--- src/rtl/match_filter_pkg.sv ---
// Shared constants and types for the match_filter operand-match pipeline.
package match_filter_pkg;

    localparam int HIT_COUNT_W = 16;
    localparam logic [HIT_COUNT_W-1:0] HIT_COUNT_MAX = '1;

    typedef struct packed {
        logic hit;
    } s1_payload_t;

endpackage

--- src/rtl/match_filter_if.sv ---
// Config, input and output handshake bundle for match_filter; slave is the filter side.
interface match_filter_if #(
    parameter int WIDTH = 11,
    parameter int NUM_A = 2
);
    import match_filter_pkg::*;

    localparam int SEL_W = $clog2(NUM_A + 1);

    logic                   cfg_we;
    logic [SEL_W-1:0]       cfg_sel;
    logic [WIDTH-1:0]       cfg_data;
    logic                   in_valid;
    logic                   in_ready;
    logic [WIDTH-1:0]       in_a;
    logic [WIDTH-1:0]       in_b;
    logic                   out_valid;
    logic                   out_ready;
    logic [WIDTH-1:0]       out_c;
    logic                   out_hit;
    logic [HIT_COUNT_W-1:0] hit_count;

    modport master (
        output cfg_we, cfg_sel, cfg_data, in_valid, in_a, in_b, out_ready,
        input  in_ready, out_valid, out_c, out_hit, hit_count
    );

    modport slave (
        input  cfg_we, cfg_sel, cfg_data, in_valid, in_a, in_b, out_ready,
        output in_ready, out_valid, out_c, out_hit, hit_count
    );

endinterface

--- src/rtl/match_filter_table.sv ---
// Programmable A-key table with per-entry enables plus a single B key.
// Produces a combinational hit from the live table contents.
module match_filter_table
    import match_filter_pkg::*;
#(
    parameter int WIDTH = 11,
    parameter int NUM_A = 2,
    parameter int SEL_W = $clog2(NUM_A + 1)
) (
    input  logic             clk,
    input  logic             rst_n,
    input  logic             cfg_we,
    input  logic [SEL_W-1:0] cfg_sel,
    input  logic [WIDTH-1:0] cfg_data,
    input  logic [WIDTH-1:0] in_a,
    input  logic [WIDTH-1:0] in_b,
    output logic             hit
);

    logic [WIDTH-1:0] a_key [NUM_A];
    logic [NUM_A-1:0] a_en;
    logic [WIDTH-1:0] b_key;
    logic             a_match;

    // Selects above NUM_A match neither branch and are dropped.
    always_ff @(posedge clk) begin
        if (!rst_n) begin
            for (int i = 0; i < NUM_A; i++) begin
                a_key[i] <= '0;
            end
            a_en  <= '0;
            b_key <= '0;
        end else if (cfg_we) begin
            for (int i = 0; i < NUM_A; i++) begin
                if (cfg_sel == SEL_W'(i)) begin
                    a_key[i] <= cfg_data;
                    a_en[i]  <= 1'b1;
                end
            end
            if (cfg_sel == SEL_W'(NUM_A)) begin
                b_key <= cfg_data;
            end
        end
    end

    always_comb begin
        a_match = 1'b0;
        for (int i = 0; i < NUM_A; i++) begin
            a_match = a_match | (a_en[i] & (in_a == a_key[i]));
        end
        hit = a_match & (in_b == b_key);
    end

endmodule

--- src/rtl/match_filter.sv ---
// Two-stage valid/ready operand-match filter with a saturating hit counter.
// Optional feature macro: MATCH_FILTER_COUNT_EN (hit counter; tied to 0 when undefined).
module match_filter
    import match_filter_pkg::*;
#(
    parameter int WIDTH    = 11,
    parameter int NUM_A    = 2,
    parameter int OUT_HIT  = 0,
    parameter int OUT_MISS = 15
) (
    input  logic           clk,
    input  logic           rst_n,
    match_filter_if.slave  bus
);

    localparam int SEL_W = $clog2(NUM_A + 1);

    logic             table_hit;
    logic             accept;
    logic             s1_adv;
    logic             s1_valid;
    s1_payload_t      s1_data;
    logic             s2_valid;
    logic [WIDTH-1:0] s2_c;
    logic             s2_hit;

    match_filter_table #(
        .WIDTH (WIDTH),
        .NUM_A (NUM_A),
        .SEL_W (SEL_W)
    ) u_table (
        .clk      (clk),
        .rst_n    (rst_n),
        .cfg_we   (bus.cfg_we),
        .cfg_sel  (bus.cfg_sel),
        .cfg_data (bus.cfg_data),
        .in_a     (bus.in_a),
        .in_b     (bus.in_b),
        .hit      (table_hit)
    );

    assign s1_adv       = !s2_valid || bus.out_ready;
    assign bus.in_ready = rst_n && (!s1_valid || s1_adv);
    assign accept       = bus.in_valid && bus.in_ready;

    // table_hit reflects pre-write contents, so a same-cycle cfg write only affects later accepts.
    always_ff @(posedge clk) begin
        if (!rst_n) begin
            s1_valid <= 1'b0;
            s1_data  <= '0;
        end else if (accept) begin
            s1_valid     <= 1'b1;
            s1_data.hit  <= table_hit;
        end else if (s1_adv) begin
            s1_valid <= 1'b0;
        end
    end

    always_ff @(posedge clk) begin
        if (!rst_n) begin
            s2_valid <= 1'b0;
            s2_c     <= WIDTH'(OUT_MISS);
            s2_hit   <= 1'b0;
        end else if (s1_adv) begin
            s2_valid <= s1_valid;
            if (s1_valid) begin
                s2_c   <= s1_data.hit ? WIDTH'(OUT_HIT) : WIDTH'(OUT_MISS);
                s2_hit <= s1_data.hit;
            end
        end
    end

    assign bus.out_valid = s2_valid;
    assign bus.out_c     = s2_c;
    assign bus.out_hit   = s2_hit;

`ifdef MATCH_FILTER_COUNT_EN
    logic [HIT_COUNT_W-1:0] hit_cnt;

    always_ff @(posedge clk) begin
        if (!rst_n) begin
            hit_cnt <= '0;
        end else if (s2_valid && bus.out_ready && s2_hit && (hit_cnt != HIT_COUNT_MAX)) begin
            hit_cnt <= hit_cnt + HIT_COUNT_W'(1);
        end
    end

    assign bus.hit_count = hit_cnt;
`else
    assign bus.hit_count = '0;
`endif

endmodule

--- src/flat_wrapper.sv ---
// flat-port wrapper written by rule: the top's interface ports become plain ports
module match_filter_flat import match_filter_pkg::*;
#(
    parameter int WIDTH    = 11,
    parameter int NUM_A    = 2,
    parameter int OUT_HIT  = 0,
    parameter int OUT_MISS = 15
)
  (clk, rst_n, bus_cfg_we, bus_cfg_sel, bus_cfg_data, bus_in_valid, bus_in_a, bus_in_b, bus_out_ready, bus_in_ready, bus_out_valid, bus_out_c, bus_out_hit, bus_hit_count);
  match_filter_if #(.WIDTH(WIDTH), .NUM_A(NUM_A)) bus_i ();
  input  logic clk;
  input  logic rst_n;
  input wire logic [$bits(bus_i.cfg_we)-1:0] bus_cfg_we;
  input wire logic [$bits(bus_i.cfg_sel)-1:0] bus_cfg_sel;
  input wire logic [$bits(bus_i.cfg_data)-1:0] bus_cfg_data;
  input wire logic [$bits(bus_i.in_valid)-1:0] bus_in_valid;
  input wire logic [$bits(bus_i.in_a)-1:0] bus_in_a;
  input wire logic [$bits(bus_i.in_b)-1:0] bus_in_b;
  input wire logic [$bits(bus_i.out_ready)-1:0] bus_out_ready;
  output wire logic [$bits(bus_i.in_ready)-1:0] bus_in_ready;
  output wire logic [$bits(bus_i.out_valid)-1:0] bus_out_valid;
  output wire logic [$bits(bus_i.out_c)-1:0] bus_out_c;
  output wire logic [$bits(bus_i.out_hit)-1:0] bus_out_hit;
  output wire logic [$bits(bus_i.hit_count)-1:0] bus_hit_count;
  assign bus_i.cfg_we = bus_cfg_we;
  assign bus_i.cfg_sel = bus_cfg_sel;
  assign bus_i.cfg_data = bus_cfg_data;
  assign bus_i.in_valid = bus_in_valid;
  assign bus_i.in_a = bus_in_a;
  assign bus_i.in_b = bus_in_b;
  assign bus_i.out_ready = bus_out_ready;
  assign bus_in_ready = bus_i.in_ready;
  assign bus_out_valid = bus_i.out_valid;
  assign bus_out_c = bus_i.out_c;
  assign bus_out_hit = bus_i.out_hit;
  assign bus_hit_count = bus_i.hit_count;
  match_filter #(.WIDTH(WIDTH), .NUM_A(NUM_A), .OUT_HIT(OUT_HIT), .OUT_MISS(OUT_MISS)) u_core (.clk(clk), .rst_n(rst_n), .bus(bus_i));
endmodule
--- config.mk ---
export PLATFORM = sky130hd
export DESIGN_NAME = match_filter_flat
export DESIGN_NICKNAME = d
export VERILOG_FILES = /design/src/rtl/match_filter_pkg.sv /design/src/rtl/match_filter_if.sv /design/src/rtl/match_filter_table.sv /design/src/rtl/match_filter.sv /design/src/flat_wrapper.sv
export SDC_FILE = /design/constraint.sdc
export NUM_CORES = 1
export LEC_CHECK = 0
export BUFFER_PORTS_ARGS = -buffer_cell sky130_fd_sc_hd__buf_2
export CAP_MARGIN = 10
export CORE_UTILIZATION = 44
export CTS_BUF_LIST = sky130_fd_sc_hd__clkbuf_2 sky130_fd_sc_hd__clkbuf_4 sky130_fd_sc_hd__clkbuf_8
export CTS_CLUSTER_DIAMETER = 30
export CTS_CLUSTER_SIZE = 14
export DETAILED_ROUTE_END_ITERATION = 16
export PLACE_DENSITY = 0.79
export SYNTH_ARGS = -nofsm -noshare
export SYNTH_HDL_FRONTEND = slang
export SYNTH_SLANG_ARGS = --single-unit
--- constraint.sdc ---
create_clock -name clk -period 2.75 [get_ports clk]
set_clock_uncertainty 0.15 [all_clocks]
set_input_delay 0.275 -clock clk [delete_from_list [all_inputs] [get_ports clk]]
set_output_delay 0.275 -clock clk [all_outputs]
set_load 0.005 [all_outputs]
### Yosys cells after proc, flatten, opt, wreduce, memory -nomap -nowiden

Memories as Yosys holds them, arrays and structs flattened.
Index checks and enable logic that the tools add are counted.

* register bits after elaboration: 28
* RAM bits: 22
* bits of input ports: 40
* output and inout port bits: 30
* word-level logic and storage cells: 46
* memories kept: 1

Memories
* u_core.u_table.a_key: words 2, width 11, rd ports 2, clocked after Yosys merged registers in 0, wr ports 2, RTL line match_filter_table.sv:20 `logic [WIDTH-1:0] a_key [NUM_A];`

* eq/ne operators: 5
* mux-type cells: 14
* bitwise gates (word level): 6
* reduce and logical (&&, ||, !) cells: 12

Operator list (number)
* 11-bit == test: 3
* 11-bit 2-to-1 mux: 2
* 1-bit 2-to-1 mux: 11
* 2-bit AND reduction: 4
* 4-bit 2-to-1 mux: 1
* 1-bit bitwise AND: 3
* 1-bit OR: 3
* 2-bit by 1-bit == test with 1-bit output (second input constant): 1
* 2-bit == test (second input constant): 1
* 1-bit logical AND: 2
* 1-bit logical NOT: 2
* 2-bit logical NOT: 1
* 1-bit logical OR: 2
* 2-bit nonzero test: 1

### Logic depth before layout (Yosys ltp)

Gate-level depths: netlist of the first run.

* depth in word-level cells: 6
* mapped depth: 5
* mapped depth without buffers: 5

### By module

A second synthesis of the first run with hierarchy kept.

* cells, all modules: 188
* area, all modules: 2014.4 µm²

By module, submodules not included
* match_filter_table: instances 1, cells each 141, area each 1606.5 µm², seq. area each 920.9 µm²
* match_filter: instances 1, cells each 47, area each 407.9 µm², seq. area each 100.1 µm²

### Least setup slack after synthesis of the first run

No wires, ideal clock.

* kind: input -> register
* from: in bus_cfg_sel[1]
* to: mem u_core.u_table.a_key[0][0] (enable)
* library setup time: 0.394 ns
* arrival: 1.249 ns
* data required time: 2.206 ns
* path slack: 0.957 ns
* stages on the path: 2
* path buffers: 0
* path through: nand2b_1 -> o21ai_0

RTL lines
* from (decl): RTL line flat_wrapper.sv:14 `input wire logic [$bits(bus_i.cfg_sel)-1:0] bus_cfg_sel;`
* to (decl): RTL line match_filter_table.sv:20

==> summary.md, run 1 <==
| Metric | Value |
|---|---|
| Status | `finished, final reports clean` |
| Seq/Total Area, Yosys | `0.509` |
| DP Area | `2180 um^2` |
| Family with the most delay on the worst path | `compound AO/OA/AOI/OAI gates` |
| Starting density of the core | `0.461` |
| Slowest stage delay, CP | `0.40 ns` |
| Fraction of layout cells with a size suffix above 1 | `0.264` |
| Layout Cells excl Fill | `272` |
| Crit path arrival time | `1.72 ns` |
| Clk_lat worst skew | `0.29 ns` |
| Setup violation total in the final timing report | `0` |
| Worst hold-check path type | `in -> reg` |
| Slew @ Worst Pin | `0.689 ns` |
| Worst Path Max Fanout | `1` |
| CTS tree | `done` |
| Final net count | `260` |
| Switching share of power | `0.204` |
| Top FF cell, synth | `edfxtp_1` |
| Vias per inst | `4.62` |
| # DRC | `0` |
| Switching power | `0.281 mW` |
| Port Buffers | `46` |
| Ant diodes | `0` |
| Logic pwr share | `0.106` |
| Async set-or-reset flop fraction in the synthesized netlist | `0` |
| Total Wirelength | `3350 um` |
| Leakage power | `1.02 nW` |
| Startpoint types | `register` |
| Placer Congestion | `0.757` |
| Post-DP HPWL | `2580 um` |
| Achievable clock frequency | `610 MHz` |
| Full die area | `4830 um^2` |
| CP bufs+invs | `0` |
| Synth Instances | `174` |
| Final Hold Fails | `0` |
| Max-slew headroom | `0.540` |
| GR Util All Layers | `0.145` |
| I/O Pins | `70` |
| Syn_area_per_cell | `11.5 um^2` |
| Gr ovfl total | `0` |
| Tcrit/Tclk final | `0.597` |
| Pin count of the biggest net entering global routing | `33` |
| CP max stage cell | `edfxtp_1` |
| Initial antenna violation count | `0` |
| Cell area after layout | `2310 um^2` |
| CTS Hold Bufs | `0` |
| Share of power burned in registers | `0.497` |
| Clk Tree Root Cell | `clkbuf_8` |
| Die W | `69.5 um` |
| Fin. max-slew vios | `0` |
| Register area | `1020 um^2` |
| Endpoint required time on the critical path | `2.83 ns` |
| Area leader, netlist | `edfxtp_1` |
| H-Tree Depth | `2` |
| Tmin final | `1.64 ns` |
| Maxcap violations | `0` |
| # clock sinks | `40` |
| Worst-path cell chain | `xor2_1 > nor4_1 > nand4_1 > o22ai_1 > a32o_2` |
| Inst Count DP | `265` |
| Footprint of the multi-input gates | `850 um^2` |
| Num CTS Buffers | `5` |
| Critical Path Sink Type | `register` |
| Syn Std Cell Area | `2010 um^2` |
| DRT Pass-1 Iters | `4` |
| Maximum VDD drop | `0.468 mV` |
| Drt wl/cell | `12.3 um` |
| DRT iter0 DRCs | `31` |
| Synthesized flop and latch total | `40` |
| Die extent in y | `69.5 um` |
| Post-route ant nets | `0` |
| Global-route wire length before repair | `5440 um` |
| RSZ-0062 raised after global routing | `false` |
| # fillers | `375` |
| # rows | `24` |
| Final Util | `0.530` |
| Kind of critical path | `reg -> reg` |
| Power Density | `597 nW/um^2` |
| Synth cell count leaders | `27 x buf_4, 22 x edfxtp_1, 21 x xnor2_1, 18 x dfxtp_1, 14 x nor2b_1` |
| Area grow syn2layout | `15.2%` |
| Core Footprint | `4350 um^2` |
| Post-CTS Setup Inserts | `0` |
| Ys Warns | `0` |
| Vias in the first global route | `1242` |
| Post_cts resized | `0` |
| Post-synth EDFFs | `22` |
| Cell Int Power | `1.10 mW` |
| Clock group share of total power | `0.396` |
| CTS Buffer Depth | `2` |
| Most common cell in the synthesized netlist | `buf_4` |
| Reg clk slew, reported paths | `0.07 ns` |
| Via count | `1256` |
| Top cell type's share of synthesized area | `0.329` |
| Unique masters post-synth | `25` |
| Synth area leaders | `edfxtp_1 33%, dfxtp_1 18%, buf_4 10%` |
| Fin Setup TNS | `0 ns` |
==> power groups by stage <==
stage | Clock, mW | Sequential (mW) | Combinational (mW)
2_1_floorplan | 0 | 0.695 | 0.114
3_3_place_gp | 0 | 0.697 | 0.144
3_5_place_dp | 0 | 0.699 | 0.147
4_1_cts | 0.556 | 0.686 | 0.147
5_1_grt | 0.576 | 0.689 | 0.162
6_report | 0.546 | 0.685 | 0.146
==> flip-flops by register name, indices dropped and copies added, names as in the netlist <==
register              flops
u_core.u_table.a_key     22
u_core.u_table.b_key     11
u_core.u_table.a_en       2
u_core.bus.out_c          1
u_core.bus.out_hit        1
u_core.bus.out_valid      1
u_core.s1_data            1
u_core.s1_valid           1
==> per-layer routing <==
metal,part of all wire,track usage
met1,0.44,0.172
met2,0.47,0.242
met3,0.059,0.0320
met4,0.026,0.0816
met5,0,0
==> final timing paths <==
path	endpoint	cells past startpoint	slack (ns)	startpoint
setup reg to reg	u_core.s1_data	5	1.11	u_core.u_table.a_key[0][5]
hold / removal	u_core.s1_valid	3	0.09	bus_in_valid
hold reg to reg	u_core.u_table.a_en[0]	1	0.36	u_core.u_table.a_en[0]
setup / recovery	u_core.s1_data	5	1.11	u_core.u_table.a_key[0][5]
==> cells in the final DEF, fill, tap and decap left out, types with 5 or more instances in the layout <==
master	instances
mux2i_1	11
nand4_1	6
and3_1	12
nor2b_1	14
clkbuf_8	5
dfxtp_1	18
conb_1	23
buf_2	46
edfxtp_1	22
xor2_1	12
xnor2_1	21
==> through the flow <==
step	hold WS, ns	total power [mW]	setup slack [ns]
2_1_floorplan	0.264	0.809	0.957
3_3_place_gp	0.325	0.841	1.13
3_5_place_dp	0.340	0.845	1.13
4_1_cts	0.0871	1.39	1.09
5_1_grt	0.101	1.43	0.997
6_report	0.0868	1.38	1.11
==> cell families (layout without fill, tap and decap cells) <==
kind of cell,count (synthesis),after routing,synth area share
AOI/OAI and AO/OA,12,12,0.0418
xor gates and xnor gates,33,33,0.144
buffers and inverters,31,55,0.109
DFF,40,40,0.509
muxes,11,11,0.0549
other,1,23,0.00187
and+or+nand+nor,46,46,0.140
==> final cells by class <==
class,count,share of cell area
Sequential cell,40,0.442
Clock buffer,5,0.0298
Clock inverter,2,0.0260
Multi-Input combinational cell,125,0.368
Timing Repair Buffer,48,0.106
Tap cell,52,0.0282
==> worst min-delay path: stages <==
cell and delay [ns]:
buf_2 0.09, a21oi_1 0.04, nor2b_1 0.09
Power figures use the tool's default switching activity.
==> inputs of run 2 (changes only) <==
- ABC_AREA: not set -> 1
- PLACE_DENSITY: 0.79 -> 0.8
- clock period: 2.75 -> 1.5 ns (I/O delays scaled with it)
==> run 2 against run 1 <==
Area after synthesis grew 11%. Highest routed layer unchanged. Non-clock buffer count grew 2. Core utilization grew 0.86 points. Hold slack lost 0.075 ns. First-iteration DRC count grew to 2.7 times the previous value. Sequential share of layout area shrank 4.6 points. Via count grew 38%. Sequential power grew 85%. Critical endpoint is now u_core.u_table.a_key[0][19]. Die area grew 11%. Flip-flop and latch count is the same. Worst setup slack lost 1.0 ns.
==> summary.md, run 2 <==
| Metric | Value |
|---|---|
| RSZ-0062 raised after global routing | `false` |
| Maximum VDD drop | `0.636 mV (+36%)` |
| Power Density | `1010 nW/um^2 (+69%)` |
| Global-route wire length before repair | `6340 um (+16%)` |
| Clk Tree Root Cell | `clkbuf_8` |
| Starting density of the core | `0.466 (+0.00525)` |
| Post-synth EDFFs | `22 (unchanged)` |
| Fin. max-slew vios | `0 (unchanged)` |
| Drt wl/cell | `8.87 um (-28%)` |
| Synth Instances | `301 (+73%)` |
| Setup violation total in the final timing report | `0 (unchanged)` |
| Full die area | `5360 um^2 (+11%)` |
| Largest regs | `u_core.u_table.a_key x22, u_core.u_table.b_key x11, u_core.u_table.a_en x2` |
| CTS tree | `done` |
| Core Footprint | `4790 um^2 (+9.9%)` |
| Final net count | `389 (+50%)` |
| Cell area after layout | `2580 um^2 (+12%)` |
| Seq/Total Area, Yosys | `0.458 (-0.0511)` |
| Fraction of layout cells with a size suffix above 1 | `0.194 (-0.0694)` |
| Achievable clock frequency | `708 MHz` |
| Via count | `1738 (+38%)` |
| Synth cell count leaders | `81 x nand2_1, 62 x inv_1, 27 x buf_4, 23 x nor2_1, 22 x edfxtp_1` |
| # DRC | `0 (unchanged)` |
| H-Tree Depth | `2 (unchanged)` |
| Syn Std Cell Area | `2230 um^2 (+11%)` |
| Vias in the first global route | `1589 (+28%)` |
| Post-CTS Setup Inserts | `0 (unchanged)` |
| GR Util All Layers | `0.154 (+0.00882)` |
| # rows | `25 (+4.2%)` |
| Tmin final | `1.41 ns` |
| Async set-or-reset flop fraction in the synthesized netlist | `0 (unchanged)` |
| Register with the most flip-flops | `u_core.u_table.a_key` |
| Synthesized flop and latch total | `40 (unchanged)` |
| Area grow syn2layout | `15.7%` |
| Most common cell in the synthesized netlist | `nand2_1` |
| Top FF cell, synth | `edfxtp_1` |
| Hold Path Cell Cnt | `3 (unchanged)` |
| Pin count of the biggest net entering global routing | `23 (-30%)` |
| Kind of critical path | `in -> reg` |
| Die W | `73.2 um (+5.3%)` |
| Crit path arrival time | `1.20 ns (-0.52 ns)` |
| Num CTS Buffers | `5 (unchanged)` |
| Gr ovfl total | `0 (unchanged)` |
| Unique masters post-synth | `19 (-24%)` |
| Final Hold Fails | `0 (unchanged)` |
| Status | `finished, final reports clean` |
| Syn_area_per_cell | `7.41 um^2 (-36%)` |
| Top cell type's share of synthesized area | `0.296 (-0.0331)` |
| Worst Reg-to-Reg Cells | `7 (+2)` |
| Die extent in y | `73.2 um (+5.3%)` |
| Leakage power | `1.34 nW (+31%)` |
| Initial antenna violation count | `0 (unchanged)` |
| DRT Pass-1 Iters | `4 (unchanged)` |
| I/O Pins | `70 (unchanged)` |
| CTS Buffer Depth | `2 (unchanged)` |
| Port Buffers | `46 (unchanged)` |
| Worst Path Max Fanout | `11 (+10)` |
| Critical Path Sink Type | `register` |
| Total Wirelength | `3700 um (+10%)` |
| DP Area | `2420 um^2 (+11%)` |
| Ant diodes | `0 (unchanged)` |
| Leading cell types in the layout, fill and taps excluded | `81 x nand2_1, 62 x inv_1, 46 x buf_2` |
| Max reg flops | `22 (unchanged)` |
| Commonest non-fill, non-tap cell in the layout | `nand2_1` |
| Tcrit/Tclk final | `0.942` |
| Ys Warns | `0 (unchanged)` |
| Placer Congestion | `0.779 (+2.9%)` |
| Maxcap violations | `0 (unchanged)` |
| Startpoint types | `input port` |
| # clock sinks | `40 (unchanged)` |
| # fillers | `445 (+19%)` |
| Fin Setup TNS | `0 ns (unchanged)` |
| Worst hold-check path type | `in -> reg` |
| Endpoint required time on the critical path | `1.29 ns (-1.54 ns)` |
| Vias per inst | `4.17 (-9.7%)` |
| Clk_lat worst skew | `0.28 ns (about the same)` |
| Reg clk slew, reported paths | `0.07 ns (about the same)` |
| Post-DP HPWL | `3030 um (+18%)` |
| DRT iter0 DRCs | `83 (+170%)` |
| Area leader, netlist | `edfxtp_1` |
| Post-route ant nets | `0 (unchanged)` |
| Synth area leaders | `edfxtp_1 30%, dfxtp_1 16%, nand2_1 14%` |
==> run 2: metrics by stage <==
stage	util	cells	power (mW)	worst slack, ns	hold WS, ns
after floorplan	-	323	1.54	0.283	0.174
after global placement	0.505	407	1.60	0.242	0.249
after detailed placement	0.505	407	1.61	0.206	0.257
after CTS	0.538	417	2.62	0.0459	0.00388
after global routing	0.539	417	2.72	0.0174	0.0224
final	0.539	417	2.60	0.0874	0.0115
==> run 2: path summary, 6_finish.rpt <==
kind	slack [ns]	endpoint	startpoint
worst max-delay path	0.09	u_core.u_table.a_key[0][19]	rst_n
worst min-delay path	0.01	u_core.s1_valid	bus_in_valid
worst max register to register	0.29	u_core.s1_data	u_core.u_table.a_key[0][0]
worst min register to register	0.31	u_core.u_table.b_key[0]	u_core.u_table.b_key[0]
==> run 2: layer usage <==
layer / global-route usage / share of wire / up-vias
li1: - / - / 937
met1: 0.172 / 0.44 / 735
met2: 0.288 / 0.49 / 60
met3: 0.0221 / 0.049 / 6
met4: 0.0654 / 0.016 / 0
met5: 0 / 0 / -
==> run 2: kinds of logic (layout without fill, tap and decap cells) <==
logic type	count (synthesis)	in the layout	share of synthesized area
and+or+nand+nor	115	115	0.201
buffers and inverters	102	129	0.219
DFF	40	40	0.458
xor gates and xnor gates	13	13	0.0511
AOI/OAI and AO/OA	30	30	0.0685
other	1	23	0.00168
==> run 2: cell type report <==
class | count | area, um^2 | area share
tap | 67 | 83.8 | 0.0325
sequential | 40 | 1020 | 0.396
inverter | 71 | 267 | 0.103
clock buffer | 6 | 76.3 | 0.0296
timing repair buffer | 50 | 265 | 0.103
multi-input combinational | 181 | 807 | 0.313
clock inverter | 2 | 60.1 | 0.0233
==> run 2: critical path, cell delays in order <==
cell and delay [ns]:
dlygate4sd3_1 0.53, buf_2 0.17, nand2_1 0.35
==> run 2: what timing repair did <==
action	in CTS	in global routing
gates resized for setup	0	1
hold endpoints to repair	2	0
hold buffers	2	0
setup endpoints to repair	0	22
==> run 2: report_power, final <==
| group | internal, mW | switching, mW | total (mW) |
|---|---|---|---|
| Sequential | 1.23 | 0.0373 | 1.27 |
| Combinational | 0.135 | 0.185 | 0.320 |
| Clock | 0.682 | 0.335 | 1.02 |
